<file path="config.mk">
export PLATFORM = sky130hd
export DESIGN_NAME = perf_counter_bank
export DESIGN_NICKNAME = d
export VERILOG_FILES = /design/src/rtl/perf_counter_bank.sv
export SDC_FILE = /design/constraint.sdc
export NUM_CORES = 2
export LEC_CHECK = 0
export BUFFER_PORTS_ARGS = -buffer_cell sky130_fd_sc_hd__buf_2
export CAP_MARGIN = 15
export CORE_ASPECT_RATIO = 1.5
export CORE_MARGIN = 2
export CORE_UTILIZATION = 40
export CTS_CLUSTER_DIAMETER = 100
export DETAILED_ROUTE_END_ITERATION = 16
export PLACE_DENSITY = 0.54
export SKIP_LAST_GASP = 1
export SYNTH_ARGS = -nofsm -noshare
export SYNTH_HDL_FRONTEND = slang
export SYNTH_SLANG_ARGS = --single-unit
</file>
<file path="constraint.sdc">
create_clock -name clk -period 17.03 [get_ports clk]
set_input_delay 1.703 -clock clk [delete_from_list [all_inputs] [get_ports clk]]
set_output_delay 1.703 -clock clk [all_outputs]
set_load 0.01 [all_outputs]
</file>
<file path="src/rtl/perf_counter_bank.sv">
// perf_counter_bank: a bank of N_CNT event counters, each CNT_W bits wide,
// read and written through an XLEN-wide CSR-style port. Each counter has a
// sticky overflow flag. When a counter is wider than the port, a low-half
// read also snapshots the high half, so that the following high-half read
// returns a coherent value.
module perf_counter_bank #(
  parameter int XLEN  = 32,
  parameter int CNT_W = 64,
  parameter int N_CNT = 5,
  parameter int INC   = 1,
  localparam int IDX_W = (N_CNT > 1) ? $clog2(N_CNT) : 1
) (
  input  logic             clk,
  input  logic             rst,
  input  logic [N_CNT-1:0] evt_i,
  input  logic [N_CNT-1:0] inhibit_i,
  input  logic             rd_en_i,
  input  logic [IDX_W-1:0] rd_sel_i,
  input  logic             rd_hi_i,
  output logic [XLEN-1:0]  rd_data_o,
  output logic             rd_valid_o,
  input  logic             wr_en_i,
  input  logic [IDX_W-1:0] wr_sel_i,
  input  logic             wr_hi_i,
  input  logic [XLEN-1:0]  wr_data_i,
  output logic [N_CNT-1:0] ovf_o,
  input  logic [N_CNT-1:0] ovf_clr_i
);

  // A high half exists only when the counter is wider than the port.
  localparam logic             HAS_HI  = (CNT_W > XLEN);
  localparam logic [CNT_W-1:0] LO_MASK = CNT_W'({XLEN{1'b1}});
  localparam logic [CNT_W:0]   INC_EXT = (CNT_W + 1)'(INC);

  logic [CNT_W-1:0] cnt      [N_CNT];
  logic [CNT_W-1:0] cnt_nxt  [N_CNT];
  logic [N_CNT-1:0] ovf_set;
  logic [N_CNT-1:0] ovf_flags;

  logic             wr_ok;
  logic             wr_hi_eff;
  logic [CNT_W-1:0] wr_mask;
  logic [CNT_W-1:0] wr_val;

  logic             rd_ok;
  logic             rd_hi_eff;
  logic [CNT_W-1:0] rd_word;
  logic [XLEN-1:0]  rd_lo;
  logic [XLEN-1:0]  rd_hi_live;
  logic [XLEN-1:0]  rd_data;
  logic             rd_valid;

  logic [XLEN-1:0]  shadow_hi;
  logic [XLEN-1:0]  shadow_hi_nxt;
  logic             shadow_vld;
  logic             shadow_vld_nxt;
  logic [IDX_W-1:0] shadow_tag;
  logic [IDX_W-1:0] shadow_tag_nxt;
  logic             shadow_hit;

  // Write decode: merge the XLEN-wide write data into the selected half.
  always_comb begin
    wr_ok     = wr_en_i && (int'(wr_sel_i) < N_CNT);
    wr_hi_eff = wr_hi_i & HAS_HI;
    if (wr_hi_eff) begin
      // Shifting past CNT_W drops any write bits above the counter width.
      wr_mask = ~LO_MASK;
      wr_val  = CNT_W'(wr_data_i) << XLEN;
    end else begin
      wr_mask = LO_MASK;
      wr_val  = CNT_W'(wr_data_i);
    end
  end

  // Counter next state: a write beats an increment, and a write to one
  // counter leaves every other counter free to count.
  always_comb begin
    for (int k = 0; k < N_CNT; k++) begin
      ovf_set[k] = 1'b0;
      cnt_nxt[k] = cnt[k];
      if (wr_ok && (int'(wr_sel_i) == k)) begin
        cnt_nxt[k] = (cnt[k] & ~wr_mask) | (wr_val & wr_mask);
      end else if (evt_i[k] && !inhibit_i[k]) begin
        {ovf_set[k], cnt_nxt[k]} = {1'b0, cnt[k]} + INC_EXT;
      end else begin
        cnt_nxt[k] = cnt[k];
      end
    end
  end

  // Counter state registers.
  always_ff @(posedge clk or posedge rst) begin
    if (rst) begin
      for (int k = 0; k < N_CNT; k++) begin
        cnt[k] <= '0;
      end
    end else begin
      for (int k = 0; k < N_CNT; k++) begin
        cnt[k] <= cnt_nxt[k];
      end
    end
  end

  // Sticky overflow flags; a new wrap wins over a clear in the same cycle.
  always_ff @(posedge clk or posedge rst) begin
    if (rst) begin
      ovf_flags <= '0;
    end else begin
      ovf_flags <= ovf_set | (ovf_flags & ~ovf_clr_i);
    end
  end

  // Read mux on the pre-edge counter values; unknown indices read as zero.
  always_comb begin
    rd_ok     = (int'(rd_sel_i) < N_CNT);
    rd_hi_eff = rd_hi_i & HAS_HI;
    if (rd_ok) begin
      rd_word = cnt[rd_sel_i];
    end else begin
      rd_word = '0;
    end
    rd_lo      = rd_word[XLEN-1:0];
    rd_hi_live = XLEN'(rd_word >> XLEN);
    shadow_hit = shadow_vld && (shadow_tag == rd_sel_i);
  end

  // Shadow bookkeeping: a low read captures the high half, the matching
  // high read consumes it, and any write to the tagged counter kills it.
  always_comb begin
    shadow_hi_nxt  = shadow_hi;
    shadow_vld_nxt = shadow_vld;
    shadow_tag_nxt = shadow_tag;
    if (rd_en_i && HAS_HI) begin
      if (!rd_hi_eff && rd_ok) begin
        shadow_hi_nxt  = rd_hi_live;
        shadow_vld_nxt = 1'b1;
        shadow_tag_nxt = rd_sel_i;
      end else if (rd_hi_eff && shadow_hit) begin
        shadow_vld_nxt = 1'b0;
      end else begin
        shadow_vld_nxt = shadow_vld;
      end
    end else begin
      shadow_vld_nxt = shadow_vld;
    end
    if (wr_ok && (wr_sel_i == shadow_tag_nxt)) begin
      shadow_vld_nxt = 1'b0;
    end else begin
      shadow_tag_nxt = shadow_tag_nxt;
    end
  end

  // Shadow registers.
  always_ff @(posedge clk or posedge rst) begin
    if (rst) begin
      shadow_hi  <= '0;
      shadow_vld <= 1'b0;
      shadow_tag <= '0;
    end else begin
      shadow_hi  <= shadow_hi_nxt;
      shadow_vld <= shadow_vld_nxt;
      shadow_tag <= shadow_tag_nxt;
    end
  end

  // Registered read response: valid one cycle after the request, data held
  // between reads.
  always_ff @(posedge clk or posedge rst) begin
    if (rst) begin
      rd_valid <= 1'b0;
      rd_data  <= '0;
    end else begin
      rd_valid <= rd_en_i;
      if (rd_en_i) begin
        if (rd_hi_eff) begin
          rd_data <= shadow_hit ? shadow_hi : rd_hi_live;
        end else begin
          rd_data <= rd_lo;
        end
      end else begin
        rd_data <= rd_data;
      end
    end
  end

  assign rd_data_o  = rd_data;
  assign rd_valid_o = rd_valid;
  assign ovf_o      = ovf_flags;

endmodule

</file>
Word level (Yosys, flattened, before mapping). Cells that the tools add are included.

Register bits after elaboration: 394. Bits of input ports: 59. Output and inout port bits: 38. Logic and storage cells: 106.

Add/subtract/negate cells: 5. Magnitude comparators: 3. Equal/unequal tests: 6. Muxes and demuxes: 34. Bitwise gates (word level): 16. Reduce and logical (&&, ||, !) cells: 31.

Operators with widths (count): 2-to-1 mux 64 bit (15); AND 64 bit (6); adder 64 x 1 -> 65 bit, second input constant (5); bitwise OR 64 bit (5); binary-select mux 64 bit (select 3 bit) (1); 2-to-1 mux 32 bit (2); NOT 64 bit (1); logical AND 1 bit (15); 2-to-1 mux 1 bit (14); nonzero test 2 bit (6); == test 3 bit, second input constant (3); == test 3 bit (2); zero test 1 bit (6); less-than comparator 3 bit, second input constant (2); 2-to-1 mux 3 bit (2); AND 5 bit (1); NOT 5 bit (1); bitwise OR 5 bit (1); greater-or-equal comparator 4 bit, second input constant (1); NOT 3 -> 4 bit (1); AND reduction 2 bit (2); == test 3 x 2 -> 1 bit, second input constant (1); zero test 3 bit (1); nonzero test 3 bit (1).

Longest topological paths before layout.
Word-level depth: 8. Gate-level depth with buffers: 9. Depth with buffers taken out: 7.

Worst setup path after synthesis. No wires, ideal clock.

Path kind: input to register. From: input rd_sel_i[0]. To: register rd_data[10], in the netlist rd_data_o[10]. Setup time: 0.137 ns. Arrival: 3.661 ns. Required time: 16.893 ns. Path slack: 13.232 ns. Stages on the path: 6. Path buffers: 3. Cells stage by stage: clkbuf_1 buf_2 buf_1 mux4_2 a221oi_1 a21oi_1.

Word-level cells in the longest chain between the ends: 7. Elaborated cells between the ends (all ways): 10. Classes of those cells: order compare (1); eq/ne (1); mux (6); bitwise (1); reduce/logical (1).

Ends and longest elaborated chain: start: declaration (RTL line 18) `input logic [IDX_W-1:0] rd_sel_i,`; NOT 3 -> 4 bit (not written as such) (RTL line 118) `rd_word = cnt[rd_sel_i];`; binary-select mux 64 bit (select 3 bit) (RTL line 118); 2-to-1 mux 64 bit (not written as such) (2 in a row) (RTL line 118); 2-to-1 mux 64 bit (RTL line 117) `if (rd_ok) begin`; 2-to-1 mux 32 bit (RTL line 176) `rd_data <= shadow_hit ? shadow_hi : rd_hi_live;`; 2-to-1 mux 32 bit * (RTL line 175) `if (rd_hi_eff) begin`; end signal: assignment (RTL line 176); end signal: assignment (RTL line 178) `rd_data <= rd_lo;`; end signal: assignment (RTL line 181) `rd_data <= rd_data;`; end: declaration (RTL line 50) `logic [XLEN-1:0] rd_data;`.

Mark *: on every way between the ends. The rest lies on a longest branch, timed or not. The select of a mux whose other input is x is not followed. A chain may end at the register's enable or synchronous reset.

Worst setup path after layout.
From: input wr_sel_i[0]. To: register ovf_flags[1], in the netlist ovf_o[1].

Word-level cells in the longest chain between the ends: 5. Elaborated cells between the ends (all ways): 6. Classes of those cells: order compare (1); eq/ne (1); mux (1); bitwise (1); reduce/logical (2).

Ends and longest elaborated chain: start: declaration (RTL line 23) `input logic [IDX_W-1:0] wr_sel_i,`; less-than comparator 3 bit (RTL line 63) `wr_ok = wr_en_i && (int'(wr_sel_i) < N_CNT);`; logical AND 1 bit (RTL line 63); logical AND 1 bit * (RTL line 81) `if (wr_ok && (int'(wr_sel_i) == k)) begin`; 2-to-1 mux 1 bit * (RTL line 81); bitwise OR 5 bit * (RTL line 109) `ovf_flags <= ovf_set | (ovf_flags & ~ovf_clr_i);`; end signal: assignment (RTL line 109); end: declaration (RTL line 38) `logic [N_CNT-1:0] ovf_flags;`.

Mark *: on every way between the ends. The rest lies on a longest branch, timed or not.

==> flow_metrics.env <==
export IMPL_status="complete, no violations"
export IMPL_async_flop_share=1.00
export IMPL_path_clk_slew_ps=60
export IMPL_routed_wl_um=147000
export IMPL_fin_crit_sh=0.266
export IMPL_syn_to_final_growth_pct=10.8
export IMPL_cts_root_buffer="clkbuf_16"
export IMPL_drtIter0Drc=4449
export IMPL_final_antenna_net_count=0
export IMPL_synth_flop_cell="dfrtp_1"
export IMPL_row_count=113
export IMPL_tritoncts="built"
export IMPL_vias_per_cell=7.37
export IMPL_fin_util=0.448
export IMPL_fmax_ghz=0.220
export IMPL_synth_seq_cells=394
export IMPL_ff2ff_path_depth=6
export IMPL_hold_viol_final=0
export IMPL_layout_min_cycle_time_ps=4540
export IMPL_critPathBufInv=2
export IMPL_nNetsFinal=3089
export IMPL_synth_area_um2=25700
export IMPL_cp_data_required_time_ps=17460
export IMPL_ys_seq_area_frac=0.384
export IMPL_drive_above_1_share=0.114
export IMPL_post_dp_hpwl_um=107000
export IMPL_hold_buffers=0
export IMPL_synth_top_area_cell="dfrtp_1"
export IMPL_grt_busiest_layer="met2"
export IMPL_synth_area_top_cells="dfrtp_1, nand2_1, mux4_2"
export IMPL_initial_core_util=0.405
export IMPL_crit_path_start_kind="input port"
export IMPL_crit_family="simple AND/OR/NAND/NOR gates"
export IMPL_track_usage=0.442
export IMPL_syn_nets=3106
export IMPL_htreeDepth=2
export IMPL_insertion_delay_ps=650
export IMPL_wl_per_cell_um=37.9
export IMPL_cts_buffer_depth=3
export IMPL_worstMarginPinSlew_ps=1170
export IMPL_grtUsageMet2=0.691
export IMPL_worstHoldPathCells=2
export IMPL_layout_commonest_cell="nand2_1"
export IMPL_path_class="input port to register"
export IMPL_fp_coreArea_um2=63500
export IMPL_die_w_um=211
export IMPL_remaining_drc_errors=0
export IMPL_cts_buffers=46
export IMPL_dp_slack_ps=11990
export IMPL_syn_avg_cell_area_um2=8.44
export IMPL_grt_pass1_wl_um=206000
export IMPL_cts_setup_buffers=0
export IMPL_cap_viol_max_count=0
export IMPL_crit_arrival_ps=4970
export IMPL_met1_usage=0.486
export IMPL_synth_top_cell_area_share=0.384
export IMPL_synth_edf_count=0
export IMPL_num_io_pins=97
export IMPL_dieHeight_um=314
export IMPL_grtUsageMet3=0.110
export IMPL_grt_max_degree=123
export IMPL_ir_worst_vdd_mv=0.0665
export IMPL_setup_viol_count_final=0
export IMPL_fin_setup_tns_ps=0
export IMPL_numPortBuffers=96
export IMPL_antenna_found_initial=28
export IMPL_layout_common_cells="nand2_1, dfrtp_1, nor2_1, nand3_1, o21ai_0"
export IMPL_worstReg2RegEnd="ovf_o[1]"
export IMPL_maxSlewViolCount=0
export IMPL_yosysWarnings=0
export IMPL_grt_pass1_vias=26800
export IMPL_gr_total_overflow=0
export IMPL_hold_class="register to register"
export IMPL_crit_chain="buf_2 -> nor4bb_4 -> buf_4 -> or4_1 -> nor4_2 -> nand3_1 -> o41ai_1"
export IMPL_syn_inst=3042
export IMPL_routabilityCongestion=1.06
export IMPL_dieArea_um2=66300
export IMPL_vias=28600
export IMPL_fin_skew_ps=37.9
export IMPL_path_max_fanout=29
export IMPL_power_density_nw_per_um2=119
export IMPL_r2r_setup_slack_ps=13350
export IMPL_crit_path_end_kind="register"
export IMPL_max_slew_margin_rel=0.215
export IMPL_worstHoldEndpoint="shadow_hi[13]"
export IMPL_critPathMaxStageDelay_ps=810
export IMPL_leakagePower_uw=0.0108
export IMPL_first_pass_iters=7
export IMPL_rsz0062_at_grt="no"
export IMPL_post_cts_resized=0
export IMPL_synthDistinctLibCells=78
export IMPL_cts_sinks=394
export IMPL_min_from="shadow_hi[13]"
export IMPL_fin_ws_ps=12490
export IMPL_critPathSlowestCell="o41ai_1"
export IMPL_nFillCells=6303
metal layers:
layer	share of wire	up-vias	wire length, um
met1	0.33	14000	48000
met4	0.12	6	17500
met5	0.00028	-	41
met2	0.45	2256	66200
met3	0.11	750	15600
li1	-	11700	-
worst register-to-register path, delay by kind of cell (launching register included):
family | cells | cell delay (ps)
AND/OR/NAND/NOR | 4 | 1910
AO/OA/AOI/OAI | 1 | 810
flip-flops | 1 | 490
adder cells (fa/ha/maj) | 1 | 270
synth_stat cells (64+ instances only):
master    count
a21oi_1     160
o211ai_1    112
dfrtp_1     394
mux4_2       64
nand3_1     210
nor2_1      231
nand2_1     414
o21ai_0     196
and3_1       71
nor3_1      108
clkbuf_1    192
nand4_1     150
per-stage QoR:
step | hold slack [ps] | area, um2 | power (uW) | instances
6_report | 475 | 28400 | 3380 | 3884
5_1_grt | 501 | 28400 | 3460 | 3863
4_1_cts | 479 | 28300 | 3320 | 3859
3_5_place_dp | 466 | 26900 | 2310 | 3779
3_3_place_gp | 460 | 26800 | 2290 | 3777
2_1_floorplan | 445 | 25700 | 1810 | 3042
power breakdown:
group          total [uW]  internal, uW  switching, uW
clock                1030           573            453
combinational         693           283            410
sequential           1660          1120            541
kinds of logic after synthesis:
family          synth area share
xor+xnor                 0.00580
flops                      0.384
compound gates             0.213
simple gates               0.285
buf+inv                   0.0400
fa+ha+maj                0.00244
mux                       0.0706
area by class of cell:
type | count | area [um2] | share of cell area
flip-flops and latches | 394 | 9860 | 0.347
well taps | 805 | 1010 | 0.0354
clock buffers | 67 | 1340 | 0.0472
clock inverters | 13 | 119 | 0.00418
repair buffers | 149 | 941 | 0.0331
diodes | 22 | 55.1 | 0.00194
multi-input cells | 2379 | 14900 | 0.524
inverters | 55 | 214 | 0.00752
worst max-delay path by stage:
stage | start | end | slack (ps) | cells after the start
CTS | wr_sel_i[0] | ovf_o[1] | 12570 | 7
detailed placement | wr_sel_i[0] | ovf_o[1] | 11990 | 7
global route | wr_sel_i[0] | ovf_o[1] | 12530 | 7
finish | wr_sel_i[0] | ovf_o[1] | 12490 | 7
floorplan | rst | asynchronous set/reset pin | 4370 | 1
global placement | wr_sel_i[0] | ovf_o[1] | 11930 | 7
(Power assumes the default switching activity.)
